<file path="src/rtl/ysyx_25010008_exu_pkg.sv">
// Shared definitions for the execute stage: ALU opcode encoding, uop kinds,
// memory access sizes and the registered uop payload layout.
package ysyx_25010008_exu_pkg;

  localparam int XLEN = 32;

  // One-hot opcode bit positions; bit 0 selects subtract / compare group.
  localparam int BIT_SUB_CMP = 0;
  localparam int BIT_EQ      = 1;
  localparam int BIT_NE      = 2;
  localparam int BIT_LTU     = 3;
  localparam int BIT_GEU     = 4;
  localparam int BIT_LT      = 5;
  localparam int BIT_GE      = 6;
  localparam int BIT_XOR     = 1;
  localparam int BIT_OR      = 2;
  localparam int BIT_AND     = 3;
  localparam int BIT_SLL     = 4;
  localparam int BIT_SRL     = 5;
  localparam int BIT_SRA     = 6;
  localparam int BIT_ANDN    = 7;

  localparam logic [7:0] ALU_ADD  = 8'h00;
  localparam logic [7:0] ALU_SUB  = 8'h01;
  localparam logic [7:0] ALU_EQ   = 8'h03;
  localparam logic [7:0] ALU_NE   = 8'h05;
  localparam logic [7:0] ALU_LTU  = 8'h09;
  localparam logic [7:0] ALU_GEU  = 8'h11;
  localparam logic [7:0] ALU_LT   = 8'h21;
  localparam logic [7:0] ALU_GE   = 8'h41;
  localparam logic [7:0] ALU_XOR  = 8'h02;
  localparam logic [7:0] ALU_OR   = 8'h04;
  localparam logic [7:0] ALU_AND  = 8'h08;
  localparam logic [7:0] ALU_SLL  = 8'h10;
  localparam logic [7:0] ALU_SRL  = 8'h20;
  localparam logic [7:0] ALU_SRA  = 8'h40;
  localparam logic [7:0] ALU_ANDN = 8'h80;

  typedef enum logic [1:0] {
    KIND_ALU    = 2'd0,
    KIND_BRANCH = 2'd1,
    KIND_JAL    = 2'd2,
    KIND_JALR   = 2'd3
  } kind_e;

  typedef enum logic [1:0] {
    MEM_B = 2'd0,
    MEM_H = 2'd1,
    MEM_W = 2'd2
  } mem_size_e;

  typedef struct packed {
    logic [XLEN-1:0] pc;
    logic [7:0]      op;
    logic [XLEN-1:0] src1;
    logic [XLEN-1:0] src2;
    logic [XLEN-1:0] imm;
    kind_e           kind;
    logic [4:0]      rd;
    logic            rd_wen;
    logic            mem_ren;
    logic            mem_wen;
    logic [1:0]      mem_size;
    logic [XLEN-1:0] store_data;
  } uop_t;

  function automatic logic is_jump(kind_e k);
    return (k == KIND_JAL) || (k == KIND_JALR);
  endfunction

endpackage

</file>
<file path="src/rtl/ysyx_25010008_exu_if.sv">
// Bundle of the EXU's upstream (IDU), downstream (LSU/WBU) and redirect signals.
// Handshake: a transfer happens on a cycle where valid & ready are both high; the
// sender holds valid and payload stable until then (a redirect pulse flushes it).
interface ysyx_25010008_exu_if;
  import ysyx_25010008_exu_pkg::*;

  logic            in_valid;
  logic            in_ready;
  logic [XLEN-1:0] in_pc;
  logic [7:0]      in_alu_op;
  logic [XLEN-1:0] in_src1;
  logic [XLEN-1:0] in_src2;
  logic [XLEN-1:0] in_imm;
  logic [1:0]      in_kind;
  logic [4:0]      in_rd;
  logic            in_rd_wen;
  logic            in_mem_ren;
  logic            in_mem_wen;
  logic [1:0]      in_mem_size;
  logic [XLEN-1:0] in_store_data;

  logic            out_valid;
  logic            out_ready;
  logic [XLEN-1:0] out_pc;
  logic [XLEN-1:0] out_result;
  logic [4:0]      out_rd;
  logic            out_rd_wen;
  logic            out_mem_ren;
  logic            out_mem_wen;
  logic [1:0]      out_mem_size;
  logic [XLEN-1:0] out_store_data;
  logic            out_exc;

  logic            redirect_valid;
  logic [XLEN-1:0] redirect_pc;

  modport master (
    output in_valid, in_pc, in_alu_op, in_src1, in_src2, in_imm, in_kind,
           in_rd, in_rd_wen, in_mem_ren, in_mem_wen, in_mem_size, in_store_data,
           out_ready,
    input  in_ready, out_valid, out_pc, out_result, out_rd, out_rd_wen,
           out_mem_ren, out_mem_wen, out_mem_size, out_store_data, out_exc,
           redirect_valid, redirect_pc
  );

  modport slave (
    input  in_valid, in_pc, in_alu_op, in_src1, in_src2, in_imm, in_kind,
           in_rd, in_rd_wen, in_mem_ren, in_mem_wen, in_mem_size, in_store_data,
           out_ready,
    output in_ready, out_valid, out_pc, out_result, out_rd, out_rd_wen,
           out_mem_ren, out_mem_wen, out_mem_size, out_store_data, out_exc,
           redirect_valid, redirect_pc
  );

endinterface

</file>
<file path="src/rtl/ysyx_25010008_exu_alu.sv">
// Combinational ALU: add/sub, six compares producing 0/1, and logic/shift ops,
// selected by a one-hot style opcode with lowest set bit taking priority.
module ysyx_25010008_ALU
  import ysyx_25010008_exu_pkg::*;
(
  input  logic [7:0]      opcode,
  input  logic [XLEN-1:0] operand1,
  input  logic [XLEN-1:0] operand2,
  output logic [XLEN-1:0] result
);

  logic [XLEN-1:0] sum;
  logic [XLEN-1:0] diff;
  logic            eq;
  logic            ltu;
  logic            lt;
  logic [4:0]      shamt;

  assign sum   = operand1 + operand2;
  assign diff  = operand1 - operand2;
  assign eq    = (operand1 == operand2);
  assign ltu   = (operand1 < operand2);
  assign lt    = ($signed(operand1) < $signed(operand2));
  assign shamt = operand2[4:0];

  always_comb begin
    result = '0;
    if (opcode[7:1] == 7'd0) begin
      result = opcode[BIT_SUB_CMP] ? diff : sum;
    end else if (opcode[BIT_SUB_CMP]) begin
      if      (opcode[BIT_EQ])  result = {{(XLEN-1){1'b0}}, eq};
      else if (opcode[BIT_NE])  result = {{(XLEN-1){1'b0}}, ~eq};
      else if (opcode[BIT_LTU]) result = {{(XLEN-1){1'b0}}, ltu};
      else if (opcode[BIT_GEU]) result = {{(XLEN-1){1'b0}}, ~ltu};
      else if (opcode[BIT_LT])  result = {{(XLEN-1){1'b0}}, lt};
      else if (opcode[BIT_GE])  result = {{(XLEN-1){1'b0}}, ~lt};
    end else begin
      if      (opcode[BIT_XOR])  result = operand1 ^ operand2;
      else if (opcode[BIT_OR])   result = operand1 | operand2;
      else if (opcode[BIT_AND])  result = operand1 & operand2;
      else if (opcode[BIT_SLL])  result = operand1 << shamt;
      else if (opcode[BIT_SRL])  result = operand1 >> shamt;
      else if (opcode[BIT_SRA])  result = $signed(operand1) >>> shamt;
      else if (opcode[BIT_ANDN]) result = ~operand1 & operand2;
    end
  end

endmodule

</file>
<file path="src/rtl/ysyx_25010008_exu.sv">
// Execute stage: one-entry valid/ready pipeline register feeding the ALU, branch
// and jump resolution, misaligned-target detection and a one-cycle fetch redirect.
module ysyx_25010008_exu
  import ysyx_25010008_exu_pkg::*;
#(
  parameter int IALIGN = 4
) (
  input  logic               clock,
  input  logic               reset,
  ysyx_25010008_exu_if.slave bus
);

  localparam int ALIGN_BITS = (IALIGN == 2) ? 1 : 2;

  logic            v_q;
  uop_t            uop_q;
  uop_t            uop_d;
  logic [XLEN-1:0] alu_result;
  logic [XLEN-1:0] seq_pc;
  logic [XLEN-1:0] branch_target;
  logic [XLEN-1:0] target;
  logic            jump;
  logic            taken;
  logic            misaligned;
  logic            exc;
  logic            in_fire;
  logic            out_fire;
  logic            redirect;

  assign uop_d = '{
    pc:         bus.in_pc,
    op:         bus.in_alu_op,
    src1:       bus.in_src1,
    src2:       bus.in_src2,
    imm:        bus.in_imm,
    kind:       kind_e'(bus.in_kind),
    rd:         bus.in_rd,
    rd_wen:     bus.in_rd_wen,
    mem_ren:    bus.in_mem_ren,
    mem_wen:    bus.in_mem_wen,
    mem_size:   bus.in_mem_size,
    store_data: bus.in_store_data
  };

  ysyx_25010008_ALU u_alu (
    .opcode   (uop_q.op),
    .operand1 (uop_q.src1),
    .operand2 (uop_q.src2),
    .result   (alu_result)
  );

  assign seq_pc        = uop_q.pc + 32'd4;
  assign branch_target = uop_q.pc + uop_q.imm;
  assign jump          = is_jump(uop_q.kind);
  assign taken         = jump | ((uop_q.kind == KIND_BRANCH) & alu_result[0]);
  assign target        = (uop_q.kind == KIND_JALR) ? {alu_result[XLEN-1:1], 1'b0}
                                                   : branch_target;
  assign misaligned    = |target[ALIGN_BITS-1:0];
  // Gated by v_q so a retired payload never shows a stale exception.
  assign exc           = v_q & taken & misaligned;

  assign out_fire = v_q & bus.out_ready;
  assign redirect = out_fire & taken & ~misaligned;
  // A uop offered during a redirect is on the wrong path and must not enter.
  assign bus.in_ready = ~v_q | (out_fire & ~redirect);
  assign in_fire      = bus.in_valid & bus.in_ready;

  always_ff @(posedge clock or posedge reset) begin
    if (reset) begin
      v_q   <= 1'b0;
      uop_q <= '0;
    end else begin
      if (in_fire) begin
        v_q   <= 1'b1;
        uop_q <= uop_d;
      end else if (out_fire) begin
        v_q <= 1'b0;
      end
    end
  end

  assign bus.out_valid      = v_q;
  assign bus.out_pc         = uop_q.pc;
  assign bus.out_result     = jump ? seq_pc : alu_result;
  assign bus.out_rd         = uop_q.rd;
  assign bus.out_rd_wen     = uop_q.rd_wen & (uop_q.kind != KIND_BRANCH) & ~exc;
  assign bus.out_mem_ren    = uop_q.mem_ren & ~exc;
  assign bus.out_mem_wen    = uop_q.mem_wen & ~exc;
  assign bus.out_mem_size   = uop_q.mem_size;
  assign bus.out_store_data = uop_q.store_data;
  assign bus.out_exc        = exc;
  assign bus.redirect_valid = redirect;
  assign bus.redirect_pc    = target;

endmodule
</file>
<file path="src/flat_wrapper.sv">
// flat-port wrapper written by rule: the top's interface ports become plain ports
module ysyx_25010008_exu_flat import ysyx_25010008_exu_pkg::*;
#(
  parameter int IALIGN = 4
)
  (clock, reset, bus_in_valid, bus_in_pc, bus_in_alu_op, bus_in_src1, bus_in_src2, bus_in_imm, bus_in_kind, bus_in_rd, bus_in_rd_wen, bus_in_mem_ren, bus_in_mem_wen, bus_in_mem_size, bus_in_store_data, bus_out_ready, bus_in_ready, bus_out_valid, bus_out_pc, bus_out_result, bus_out_rd, bus_out_rd_wen, bus_out_mem_ren, bus_out_mem_wen, bus_out_mem_size, bus_out_store_data, bus_out_exc, bus_redirect_valid, bus_redirect_pc);
  ysyx_25010008_exu_if bus_i ();
  input  logic clock;
  input  logic reset;
  input wire logic [$bits(bus_i.in_valid)-1:0] bus_in_valid;
  input wire logic [$bits(bus_i.in_pc)-1:0] bus_in_pc;
  input wire logic [$bits(bus_i.in_alu_op)-1:0] bus_in_alu_op;
  input wire logic [$bits(bus_i.in_src1)-1:0] bus_in_src1;
  input wire logic [$bits(bus_i.in_src2)-1:0] bus_in_src2;
  input wire logic [$bits(bus_i.in_imm)-1:0] bus_in_imm;
  input wire logic [$bits(bus_i.in_kind)-1:0] bus_in_kind;
  input wire logic [$bits(bus_i.in_rd)-1:0] bus_in_rd;
  input wire logic [$bits(bus_i.in_rd_wen)-1:0] bus_in_rd_wen;
  input wire logic [$bits(bus_i.in_mem_ren)-1:0] bus_in_mem_ren;
  input wire logic [$bits(bus_i.in_mem_wen)-1:0] bus_in_mem_wen;
  input wire logic [$bits(bus_i.in_mem_size)-1:0] bus_in_mem_size;
  input wire logic [$bits(bus_i.in_store_data)-1:0] bus_in_store_data;
  input wire logic [$bits(bus_i.out_ready)-1:0] bus_out_ready;
  output wire logic [$bits(bus_i.in_ready)-1:0] bus_in_ready;
  output wire logic [$bits(bus_i.out_valid)-1:0] bus_out_valid;
  output wire logic [$bits(bus_i.out_pc)-1:0] bus_out_pc;
  output wire logic [$bits(bus_i.out_result)-1:0] bus_out_result;
  output wire logic [$bits(bus_i.out_rd)-1:0] bus_out_rd;
  output wire logic [$bits(bus_i.out_rd_wen)-1:0] bus_out_rd_wen;
  output wire logic [$bits(bus_i.out_mem_ren)-1:0] bus_out_mem_ren;
  output wire logic [$bits(bus_i.out_mem_wen)-1:0] bus_out_mem_wen;
  output wire logic [$bits(bus_i.out_mem_size)-1:0] bus_out_mem_size;
  output wire logic [$bits(bus_i.out_store_data)-1:0] bus_out_store_data;
  output wire logic [$bits(bus_i.out_exc)-1:0] bus_out_exc;
  output wire logic [$bits(bus_i.redirect_valid)-1:0] bus_redirect_valid;
  output wire logic [$bits(bus_i.redirect_pc)-1:0] bus_redirect_pc;
  assign bus_i.in_valid = bus_in_valid;
  assign bus_i.in_pc = bus_in_pc;
  assign bus_i.in_alu_op = bus_in_alu_op;
  assign bus_i.in_src1 = bus_in_src1;
  assign bus_i.in_src2 = bus_in_src2;
  assign bus_i.in_imm = bus_in_imm;
  assign bus_i.in_kind = bus_in_kind;
  assign bus_i.in_rd = bus_in_rd;
  assign bus_i.in_rd_wen = bus_in_rd_wen;
  assign bus_i.in_mem_ren = bus_in_mem_ren;
  assign bus_i.in_mem_wen = bus_in_mem_wen;
  assign bus_i.in_mem_size = bus_in_mem_size;
  assign bus_i.in_store_data = bus_in_store_data;
  assign bus_i.out_ready = bus_out_ready;
  assign bus_in_ready = bus_i.in_ready;
  assign bus_out_valid = bus_i.out_valid;
  assign bus_out_pc = bus_i.out_pc;
  assign bus_out_result = bus_i.out_result;
  assign bus_out_rd = bus_i.out_rd;
  assign bus_out_rd_wen = bus_i.out_rd_wen;
  assign bus_out_mem_ren = bus_i.out_mem_ren;
  assign bus_out_mem_wen = bus_i.out_mem_wen;
  assign bus_out_mem_size = bus_i.out_mem_size;
  assign bus_out_store_data = bus_i.out_store_data;
  assign bus_out_exc = bus_i.out_exc;
  assign bus_redirect_valid = bus_i.redirect_valid;
  assign bus_redirect_pc = bus_i.redirect_pc;
  ysyx_25010008_exu #(.IALIGN(IALIGN)) u_core (.clock(clock), .reset(reset), .bus(bus_i));
endmodule
</file>
<file path="config.mk">
export PLATFORM = sky130hd
export DESIGN_NAME = ysyx_25010008_exu_flat
export DESIGN_NICKNAME = d
export VERILOG_FILES = /design/src/rtl/ysyx_25010008_exu_pkg.sv /design/src/rtl/ysyx_25010008_exu_if.sv /design/src/rtl/ysyx_25010008_exu_alu.sv /design/src/rtl/ysyx_25010008_exu.sv /design/src/flat_wrapper.sv
export SDC_FILE = /design/constraint.sdc
export NUM_CORES = 1
export LEC_CHECK = 0
export BUFFER_PORTS_ARGS = -buffer_cell sky130_fd_sc_hd__buf_2
export CAP_MARGIN = 40
export CORE_MARGIN = 8
export CORE_UTILIZATION = 50
export DETAILED_ROUTE_END_ITERATION = 6
export PLACE_DENSITY = 0.79
export SLEW_MARGIN = 20
export SYNTH_ARGS = -nofsm -noshare
export SYNTH_HDL_FRONTEND = slang
export SYNTH_SLANG_ARGS = --single-unit
</file>
<file path="constraint.sdc">
create_clock -name clock -period 7.8 [get_ports clock]
set_input_delay 1.95 -clock clock [delete_from_list [all_inputs] [get_ports clock]]
set_output_delay 1.95 -clock clock [all_outputs]
set_load 0.02 [all_outputs]
</file>
==> Word-level counts from Yosys, hierarchy flattened <==
Cells that the tools add are included.
{ "totals": {"out_inout_bits": 142, "elab_cells": 77, "in_bits": 184, "ff_bits": 181} }
{ "op_classes": {"eq_ne": 5, "add_sub_neg": 4, "shifts": 3, "mux": 20, "bitwise_logic": 26, "n_reduce_logical": 4, "n_lt_le_gt_ge": 2} }
{ "ops": {"columns": ["op", "count"], "rows": [
  ["$mux 32", 12],
  ["$add 32x32->32", 2],
  ["$and 32x32->32", 2],
  ["$lt 32x32->1", 2],
  ["$add 32x3->32 const B", 1],
  ["$eq 32x32->1", 1],
  ["$not 32->32", 1],
  ["$or 32x32->32", 1],
  ["$shl 32x5->32", 1],
  ["$shr 32x5->32", 1],
  ["$sshr 32x5->32", 1],
  ["$sub 32x32->32", 1],
  ["$xor 32x32->32", 1],
  ["$and 1x1->1", 12],
  ["$mux 1", 8],
  ["$logic_not 7->1", 1],
  ["$not 1->1", 7],
  ["$eq 2x2->1 const B", 2],
  ["$eq 2x1->1 const B", 1],
  ["$ne 2x1->1 const B", 1],
  ["$or 1x1->1", 2],
  ["$reduce_bool 2->1", 1],
  ["$reduce_or 2->1", 1],
  ["$logic_or 1x1->1", 1]
]} }

==> Longest topological paths before layout <==
Gate-level depths: netlist of run 1.
{ "logic_depth": {"ltp_word": 20, "mapped_depth": 17, "ltp_nobuf": 12} }

==> Hierarchy <==
From an unflattened synthesis of run 1, not the netlist that was laid out.
{ "unflattened": {"hier_cells": 2369, "hier_area_um2": 20470.9} }
{ "by_module_without_submodules": {"columns": ["module", "n_inst", "area_each_um2", "seq_area_each_um2", "cells_each"], "rows": [
  ["ysyx_25010008_exu", 1, 10267.3, 4529.3, 931],
  ["ysyx_25010008_ALU", 1, 10203.5, 0.0, 1438]
]} }

==> Worst setup path after synthesis of run 1 <==
No wires, ideal clock.
{ "synth_path": {"path_kind": "register -> output", "from": "reg u_core.uop_q[78] (netlist name)", "to": "out bus_out_mem_ren", "t_arrival_ns": 4.309, "required_ns": 5.850, "path_buffers": 4, "setup_slack_ns": 1.541, "stages_incl_launch_ff": 16, "cell_sequence": "dfrtp_1 -> buf_2 -> inv_1 -> buf_1 -> clkbuf_1 -> ha_1 -> clkbuf_1 -> or2_2 -> a221oi_1 -> o31a_1 -> nor4b_2 -> o21a_1 -> o211ai_1 -> a32oi_2 -> nor3_1 -> nor2b_1"} }
{ "synth_between": {"elab_chain_len": 16, "elab_cells_between_ends": 31, "classes_between": "2 x order compare; 1 x eq/ne; 3 x shift; 15 x mux; 9 x bitwise; 1 x reduce/logical"} }
{ "synth_rtl": {"columns": ["element", "line_no", "source"], "rows": [
  ["start, declared", "ysyx_25010008_exu.sv:16", "uop_t uop_q;"],
  ["start signal, assigned", "ysyx_25010008_exu.sv:75", "uop_q <= uop_d;"],
  ["$lt 32x32->1", "ysyx_25010008_exu_alu.sv:23", "assign lt = ($signed(operand1) < $signed(operand2));"],
  ["$not 1->1", "ysyx_25010008_exu_alu.sv:36", "else if (opcode[BIT_GE]) result = {{(XLEN-1){1'b0}}, ~lt};"],
  ["$mux 1", "ysyx_25010008_exu_alu.sv:36", null],
  ["$mux 1", "ysyx_25010008_exu_alu.sv:35", "else if (opcode[BIT_LT]) result = {{(XLEN-1){1'b0}}, lt};"],
  ["$mux 1", "ysyx_25010008_exu_alu.sv:34", "else if (opcode[BIT_GEU]) result = {{(XLEN-1){1'b0}}, ~ltu};"],
  ["$mux 1", "ysyx_25010008_exu_alu.sv:33", "else if (opcode[BIT_LTU]) result = {{(XLEN-1){1'b0}}, ltu};"],
  ["$mux 1", "ysyx_25010008_exu_alu.sv:32", "else if (opcode[BIT_NE]) result = {{(XLEN-1){1'b0}}, ~eq};"],
  ["$mux 1", "ysyx_25010008_exu_alu.sv:31", "if (opcode[BIT_EQ]) result = {{(XLEN-1){1'b0}}, eq};"],
  ["$mux 32 *", "ysyx_25010008_exu_alu.sv:30", "end else if (opcode[BIT_SUB_CMP]) begin"],
  ["$mux 32 *", "ysyx_25010008_exu_alu.sv:28", "if (opcode[7:1] == 7'd0) begin"],
  ["$and 1x1->1", "ysyx_25010008_exu.sv:55", "assign taken = jump | ((uop_q.kind == KIND_BRANCH) & alu_result[0]);"],
  ["$or 1x1->1", "ysyx_25010008_exu.sv:55", null],
  ["$and 1x1->1", "ysyx_25010008_exu.sv:60", "assign exc = v_q & taken & misaligned;"],
  ["$and 1x1->1 *", "ysyx_25010008_exu.sv:60", null],
  ["via bus_out_exc", "flat_wrapper.sv:34", "output wire logic [$bits(bus_i.out_exc)-1:0] bus_out_exc;"],
  ["$not 1->1 *", "ysyx_25010008_exu.sv:87", "assign bus.out_mem_ren = uop_q.mem_ren & ~exc;"],
  ["$and 1x1->1 *", "ysyx_25010008_exu.sv:87", null],
  ["end, declared", "flat_wrapper.sv:30", "output wire logic [$bits(bus_i.out_mem_ren)-1:0] bus_out_mem_ren;"]
]} }
Mark *: on every way through the listed nets, which the timed path passes. The rest lies on a longest branch.

==> Worst setup path in the final report of run 1 <==
{ "layout_path": {"from": "reg u_core.uop_q[76] (netlist name)", "to": "out bus_redirect_pc[30]"} }
{ "layout_between": {"elab_chain_len": 10, "elab_cells_between_ends": 15, "classes_between": "2 x add/sub; 3 x shift; 10 x mux"} }
{ "layout_rtl": {"columns": ["element", "line_no", "source"], "rows": [
  ["$sshr 32x5->32", "ysyx_25010008_exu_alu.sv:43", "else if (opcode[BIT_SRA]) result = $signed(operand1) >>> shamt;"],
  ["$mux 32", "ysyx_25010008_exu_alu.sv:43", null],
  ["$mux 32", "ysyx_25010008_exu_alu.sv:42", "else if (opcode[BIT_SRL]) result = operand1 >> shamt;"],
  ["$mux 32", "ysyx_25010008_exu_alu.sv:41", "else if (opcode[BIT_SLL]) result = operand1 << shamt;"],
  ["$mux 32", "ysyx_25010008_exu_alu.sv:40", "else if (opcode[BIT_AND]) result = operand1 & operand2;"],
  ["$mux 32", "ysyx_25010008_exu_alu.sv:39", "else if (opcode[BIT_OR]) result = operand1 | operand2;"],
  ["$mux 32", "ysyx_25010008_exu_alu.sv:38", "if (opcode[BIT_XOR]) result = operand1 ^ operand2;"],
  ["$mux 32", "ysyx_25010008_exu_alu.sv:30", null],
  ["$mux 32 *", "ysyx_25010008_exu_alu.sv:28", null],
  ["$mux 32 *", "ysyx_25010008_exu.sv:56", "assign target = (uop_q.kind == KIND_JALR) ? {alu_result[XLEN-1:1], 1'b0}"],
  ["end, declared", "flat_wrapper.sv:36", "output wire logic [$bits(bus_i.redirect_pc)-1:0] bus_redirect_pc;"]
]} }
Mark *: on every way between the ends. The rest lies on a longest branch, timed or not.

==> results by group, run 1 <==
Power and ir drop
  – Internal power: 4300 uW
  – PD cells: 437 nW/um^2
  – Leakage power summed over all cells: 0.0100 uW
  – Switching Fraction: 0.568
  – Maximum ir drop on the vdd rail: 0.286 mV
  – Switching power: 5660 uW
  – Final Power: 9960 uW
  – Seq pwr share: 0.165
  – Combinational cell fraction of total power: 0.741
  – Clock network fraction of design power: 0.093

Global routing
  – Most Crowded Layer GR: met2
  – Total GRT Usage: 0.365
  – Met2 Usage GRT: 0.562
  – Initial antenna violation count: 6
  – Vias in the first global route: 19995
  – Met1 usage: 0.492
  – First-pass GRT wire length: 132000 um
  – Overflow left after global routing: 0
  – Maximum number of pins on one net before global-route repair: 100
  – Met3 Usage GRT: 0.0809

Routing
  – Detailed Route WL: 89200 um
  – DRT Pass-1 Iters: 6
  – Avg WL per Cell: 29.1 um
  – Final ANT Viol Nets: 0
  – Number of DRC markers in iteration 0: 2777
  – Routed via count: 20516
  – DRC violations left: 0
  – Ratio of routed vias to standard cells: 6.69

Synthesis
  – Post-synthesis sequential area ratio: 0.221
  – Largest area contributor in the netlist: dfrtp_1
  – Yosys top cell area share: 0.221
  – Cell types occupying the most area after synthesis: dfrtp_1 22%, ha_1 9.8%, mux4_2 6.7%
  – Flip-flop cell with the highest count after synthesis: dfrtp_1
  – Syn Inst Count: 2350
  – Mapped cell area: 20500 um^2
  – Register bit count reported by yosys: 181
  – Top cell types by occurrence after synthesis: 181 x dfrtp_1, 162 x nor2_1, 161 x ha_1
  – Yosys warning total: 0
  – Library cell with the highest instance count after synthesis: dfrtp_1
  – Synthesized area per cell: 8.74 um^2
  – Count of distinct cell types in the synthesized netlist: 81
  – Number of enable-type register cells in the synthesized netlist: 0
  – Asr flop ratio synth: 1.00
  – Post-synthesis net count: 2698

CTS
  – Number of buffers between clock root and the deepest sink: 2
  – Post-CTS resize count: 0
  – Number of clock buffers inserted by TritonCTS: 17
  – Number of hold-repair buffers added at the cts stage: 0
  – TritonCTS clock tree: done
  – Clock insertion delay at the later pin of the skew report: 510 ps
  – Total setup buffers inserted after CTS: 0
  – Root Buffer: clkbuf_16
  – # clock sinks: 181
  – Number of H-tree branching levels: 4
  – Clock-pin slew reported for the worst setup and hold paths after clock tree synthesis: 90 ps

Finish
  – Number of antenna diodes: 0
  – Final net count: 2870
  – Multi-input combinational cell area: 14200 um^2
  – Area growth from synthesis to layout: 11.0%
  – Layout cells sized above 1: 0.251
  – Layout Utilization: 0.561
  – Number of fill cells in the layout: 3682
  – FF/Latch Area: 4540 um^2

Floorplan
  – Floorplan die width: 219 um
  – Initial core utilization: 0.505
  – Die height: 219 um
  – Count of boundary I/O pins: 326
  – Floorplan die area: 47800 um^2
  – Core region area: 40600 um^2
  – Count of standard-cell rows: 74

Min path
  – Type of the tightest min-delay check: reg2reg

Timing
  – Skew final: 29.0 ps
  – Total Neg Setup Slack: 0 ps
  – Worst Max-Slew Pin Slew: 936 ps
  – FMAX: 0.138 GHz
  – Portion of the clock cycle consumed by the worst path in the final layout: 0.931
  – Final Hold Viols: 0
  – Relative slew margins: 0.373
  – Number of max-slew violations in the final report: 0
  – Setup repair after global routing missed its margin: no
  – Min Clock Period, post-route: 7260 ps
  – Setup violations, final: 0

Placement
  – Count of buffers from port buffering: 325
  – Final weighted congestion of routability-driven global placement: 1.06
  – Hpwl dp: 70100 um

Outcome
  – Outcome: completed

Worst setup path
  – Crit-path max FO: 48
  – Kind of start point of the critical path: flip-flop
  – Data arrival time of the critical path: 5310 ps
  – Element type at the critical path end: output port
  – Worst Path Class, Setup: reg2out
  – Data required, critical path: 5850 ps

Job
  – Max Cap Violations: 0
[worst paths after layout]
kind / startpoint / endpoint / slack, ps / cells after the start
worst max-delay path: u_core.uop_q[76]$_DFFE_PP0P_ / bus_redirect_pc[30] / 540 / 13
worst min-delay path: u_core.bus.out_store_data[9]$_DFFE_PP0P_ / u_core.bus.out_store_data[9]$_DFFE_PP0P_ / 500 / 1
worst max register to register: u_core.uop_q[76]$_DFFE_PP0P_ / u_core.uop_q[80]$_DFFE_PP0P_ / 1900 / 15
worst min register to register: u_core.bus.out_store_data[9]$_DFFE_PP0P_ / u_core.bus.out_store_data[9]$_DFFE_PP0P_ / 500 / 1
max in group asynchronous: reset / u_core.uop_q[79]$_DFFE_PP0P_ / 5290 / 3
min in group asynchronous: reset / u_core.bus.out_store_data[31]$_DFFE_PP0P_ / 1420 / 2
[sequential cells by signal, indices dropped and copies added (netlist names)]
| name | count |
|---|---|
| u_core.uop_q | 109 |
| u_core.bus.out_pc | 32 |
| u_core.bus.out_store_data | 32 |
| u_core.bus.out_rd | 5 |
| u_core.bus.out_mem_size | 2 |
| u_core.bus.out_valid | 1 |
[metrics by stage]
stage / instance area (um^2) / cells / setup WS [ps] / hold slack, ps
after global routing: 22800 / 3067 / 325 / 514
final: 22800 / 3067 / 538 / 500
after global placement: 22000 / 3024 / 1280 / 469
after CTS: 22800 / 3064 / 623 / 499
after floorplan: 20500 / 2350 / 935 / 465
after detailed placement: 22100 / 3032 / 1210 / 475
[layout by cell type, fill, tap and decap left out, drive strengths merged, types with 54 or more instances in the layout]
master and instances:
buf 401, nand2 151, mux4 61, inv 128, a21oi 149, mux2 208, o21ai 121, ha 161
nor3 54, nor2 162, mux2i 77, dfrtp 181
[routing by layer]
layer / vias up / share of wire
met2: 1313 / 0.45
met3: 232 / 0.10
li1: 8959 / -
met1: 10004 / 0.40
met5: - / 0.00065
met4: 8 / 0.042
[kinds of logic (layout without fill, tap and decap cells)]
| group | Yosys count | after routing | share of synthesized area |
|---|---|---|---|
| DFF | 181 | 181 | 0.221 |
| xor gates and xnor gates | 63 | 63 | 0.0269 |
| and+or+nand+nor | 590 | 590 | 0.138 |
| muxes | 346 | 346 | 0.219 |
| AOI/OAI and AO/OA | 631 | 631 | 0.206 |
| adders and majority gates | 164 | 164 | 0.101 |
| buffers and inverters | 375 | 560 | 0.0888 |
[power by group through the flow]
stage	Sequential, uW	Clock, uW	Combinational [uW]
2_1_floorplan	1430	0	4960
3_3_place_gp	1630	0	7070
3_5_place_dp	1640	0	7110
4_1_cts	1630	954	7150
5_1_grt	1680	986	7770
6_report	1650	926	7380
[area by class of cell]
cell class,count,area share
multi-input combinational,1794,0.622
inverter,125,0.0209
tap,532,0.0292
clock inverter,15,0.00950
timing repair buffer,403,0.100
sequential,181,0.199
clock buffer,17,0.0187
[worst max-delay path, stage by stage, from the launching register on]
cell and delay (ps):
dfrtp_4 930, ha_1 350, inv_1 70, fa_1 390
nor2b_1 150, o21ai_0 120, a311o_1 430, a31oi_1 630
o2111ai_1 270, and2_1 260, o21a_1 200, a22oi_1 520
mux2_2 290, buf_2 170
(Power assumes the default switching activity.)
==> run 2: changes to the inputs <==
--- a/config.mk
+++ b/config.mk
@@ -10,7 +10,7 @@
 export CORE_MARGIN = 8
 export CORE_UTILIZATION = 50
 export DETAILED_ROUTE_END_ITERATION = 6
-export PLACE_DENSITY = 0.79
+export PLACE_DENSITY = 0.72
 export SLEW_MARGIN = 20
 export SYNTH_ARGS = -nofsm -noshare
 export SYNTH_HDL_FRONTEND = slang
==> run 2 against run 1 <==
Compared with the run above:
- clock-buffer cell count stayed put
- cell count is 0.23% lower
- combinational power is 0.5% lower
- total power is 0.39% lower
- largest cell class unchanged
- utilization is 0.13 points lower
==> results by group, run 2 (synthesized netlist as in run 1, its figures left out) <==
Worst setup path
  – Cell family contributing the most delay on the critical path: compound AO/OA/AOI/OAI gates
  – Data arrival time of the critical path: 5180 ps (-130 ps)
  – Logic depth of the worst path, buffers included: 13 (unchanged)
  – Element type at the critical path end: output port
  – Worst Path Class, Setup: reg2out
  – Data required, critical path: 5850 ps (about the same)
  – Reg2Reg Depth: 13 (-2)
  – Slowest-stage cell, CP: dfrtp_4
  – Slowest cell delay on critical path: 790 ps (-140 ps)
  – Chain of cells forming the critical path: ha_1, inv_1, fa_1, nor2b_1, o21ai_0, a311o_1, a31oi_1, o21ai_0, a21boi_0, o311ai_0, a31oi_1, mux2i_1, buf_2
  – Crit-path max FO: 34 (-29%)
  – Kind of start point of the critical path: flip-flop
  – Critical path buffers and inverters: 2 (unchanged)

Global routing
  – Total GRT Usage: 0.361 (-0.00448)
  – Vias in the first global route: 20346 (+1.8%)
  – Maximum number of pins on one net before global-route repair: 125 (+25%)
  – First-pass GRT wire length: 131000 um (-1.0%)
  – Overflow left after global routing: 0 (unchanged)
  – Initial antenna violation count: 3 (-3)

CTS
  – TritonCTS clock tree: done
  – Root Buffer: clkbuf_16
  – # clock sinks: 181 (unchanged)
  – Number of buffers between clock root and the deepest sink: 2 (unchanged)
  – Clock insertion delay at the later pin of the skew report: 510 ps (about the same)
  – Post-CTS resize count: 0 (unchanged)
  – Number of hold-repair buffers added at the cts stage: 0 (unchanged)
  – Number of clock buffers inserted by TritonCTS: 17 (unchanged)
  – Clock-pin slew reported for the worst setup and hold paths after clock tree synthesis: 90 ps (about the same)
  – Total setup buffers inserted after CTS: 0 (unchanged)
  – Number of H-tree branching levels: 4 (unchanged)

Power and ir drop
  – Final Power: 9920 uW (-0.39%)
  – Maximum ir drop on the vdd rail: 0.268 mV (-6.1%)
  – Leakage power summed over all cells: 0.0100 uW (-0.29%)
  – PD cells: 436 nW/um^2 (-0.16%)

Finish
  – Largest register FFs: 109 (unchanged)
  – Number of antenna diodes: 0 (unchanged)
  – FF/Latch Area: 4540 um^2 (unchanged)
  – Multi-input combinational cell area: 14200 um^2 (unchanged)
  – Top register by number of flip-flops: u_core.uop_q
  – Commonest cells after routing, fill and taps aside: 326 x buf_2, 175 x dfrtp_1, 162 x nor2_1
  – Final net count: 2863 (-0.24%)
  – Area growth from synthesis to layout: 10.8%
  – Number of fill cells in the layout: 3786 (+2.8%)
  – Most common cell after layout, fill and taps aside: buf_2
  – Layout cells sized above 1: 0.249 (-0.00247)

Routing
  – Detailed Route WL: 88400 um (-0.81%)
  – Routed via count: 20652 (+0.66%)
  – DRT Pass-1 Iters: 7 (+1)
  – DRC violations left: 0 (unchanged)
  – Number of DRC markers in iteration 0: 2656 (-4.4%)
  – Ratio of routed vias to standard cells: 6.75 (+0.89%)
  – Avg WL per Cell: 28.9 um (-0.58%)
  – Final ANT Viol Nets: 0 (unchanged)

Placement
  – Count of buffers from port buffering: 325 (unchanged)
  – Hpwl dp: 68600 um (-2.1%)
  – Final weighted congestion of routability-driven global placement: 1.07 (+1.1%)

Timing
  – Setup violations, final: 0 (unchanged)
  – Skew final: 28.4 ps (-0.609 ps)
  – Total Neg Setup Slack: 0 ps (unchanged)
  – Final Hold Viols: 0 (unchanged)
  – Number of max-slew violations in the final report: 0 (unchanged)
  – Setup repair after global routing missed its margin: no
  – Relative slew margins: 0.364 (-0.00931)
  – Portion of the clock cycle consumed by the worst path in the final layout: 0.914 (-0.0167)
  – Min Clock Period, post-route: 7130 ps (-130 ps)
  – FMAX: 0.140 GHz (+1.8%)
  – Worst Max-Slew Pin Slew: 948 ps (+11.7 ps)

Job
  – Max Cap Violations: 0 (unchanged)

Floorplan
  – Floorplan die area: 47800 um^2 (unchanged)
  – Count of standard-cell rows: 74 (unchanged)
  – Core region area: 40600 um^2 (unchanged)
  – Count of boundary I/O pins: 326 (unchanged)
  – Die height: 219 um (unchanged)
  – Initial core utilization: 0.505 (unchanged)
  – Floorplan die width: 219 um (unchanged)

Outcome
  – Outcome: completed

Min path
  – Type of the tightest min-delay check: reg2reg
  – Depth of the worst hold-timing path: 1 (unchanged)
## run 2: area by class of cell
| type | instances | area share |
|---|---|---|
| Clock inverter | 15 | 0.00924 |
| Inverter | 125 | 0.0210 |
| Timing Repair Buffer | 396 | 0.0986 |
| Multi-Input combinational cell | 1794 | 0.623 |
| Tap cell | 532 | 0.0293 |
| Sequential cell | 181 | 0.200 |
| Clock buffer | 17 | 0.0187 |
## run 2: metrics by stage
stage               std cells  worst slack (ps)  instance area, um^2  hold WS (ps)   util
global route             3060               458                22700           509  0.560
finish                   3060               668                22700           490  0.560
global placement         3019              1490                22000           470  0.540
CTS                      3057               806                22700           494  0.558
floorplan                2350               935                20500           465      -
detailed placement       3025              1400                22000           475  0.542
## run 2: final timing paths
kind	from	endpoint	slack [ps]
hold / removal	u_core.bus.out_store_data[10]$_DFFE_PP0P_	u_core.bus.out_store_data[10]$_DFFE_PP0P_	490
setup reg to reg	u_core.uop_q[119]$_DFFE_PP0P_	u_core.uop_q[136]$_DFFE_PP0P_	2290
max in group asynchronous	reset	u_core.uop_q[85]$_DFFE_PP0P_	5610
min in group asynchronous	reset	u_core.bus.out_store_data[30]$_DFFE_PP0P_	1390
setup / recovery	u_core.uop_q[76]$_DFFE_PP0P_	bus_redirect_pc[24]	670
hold reg to reg	u_core.bus.out_store_data[10]$_DFFE_PP0P_	u_core.bus.out_store_data[10]$_DFFE_PP0P_	490
## run 2: power by group
part / total, uW / switching [uW] / internal, uW
clock: 924 / 479 / 445
combinational: 7340 / 4700 / 2640
sequential: 1650 / 447 / 1210
total: 9920 / 5630 / 4290
## run 2: layer usage
metal | wire, um | track usage | share of wire | vias up
met5 | 29 | 0 | 0.00033 | -
met4 | 5180 | 0.191 | 0.059 | 4
met3 | 10400 | 0.105 | 0.12 | 285
met2 | 37900 | 0.532 | 0.43 | 1465
met1 | 34900 | 0.472 | 0.39 | 9956
li1 | - | - | - | 8942
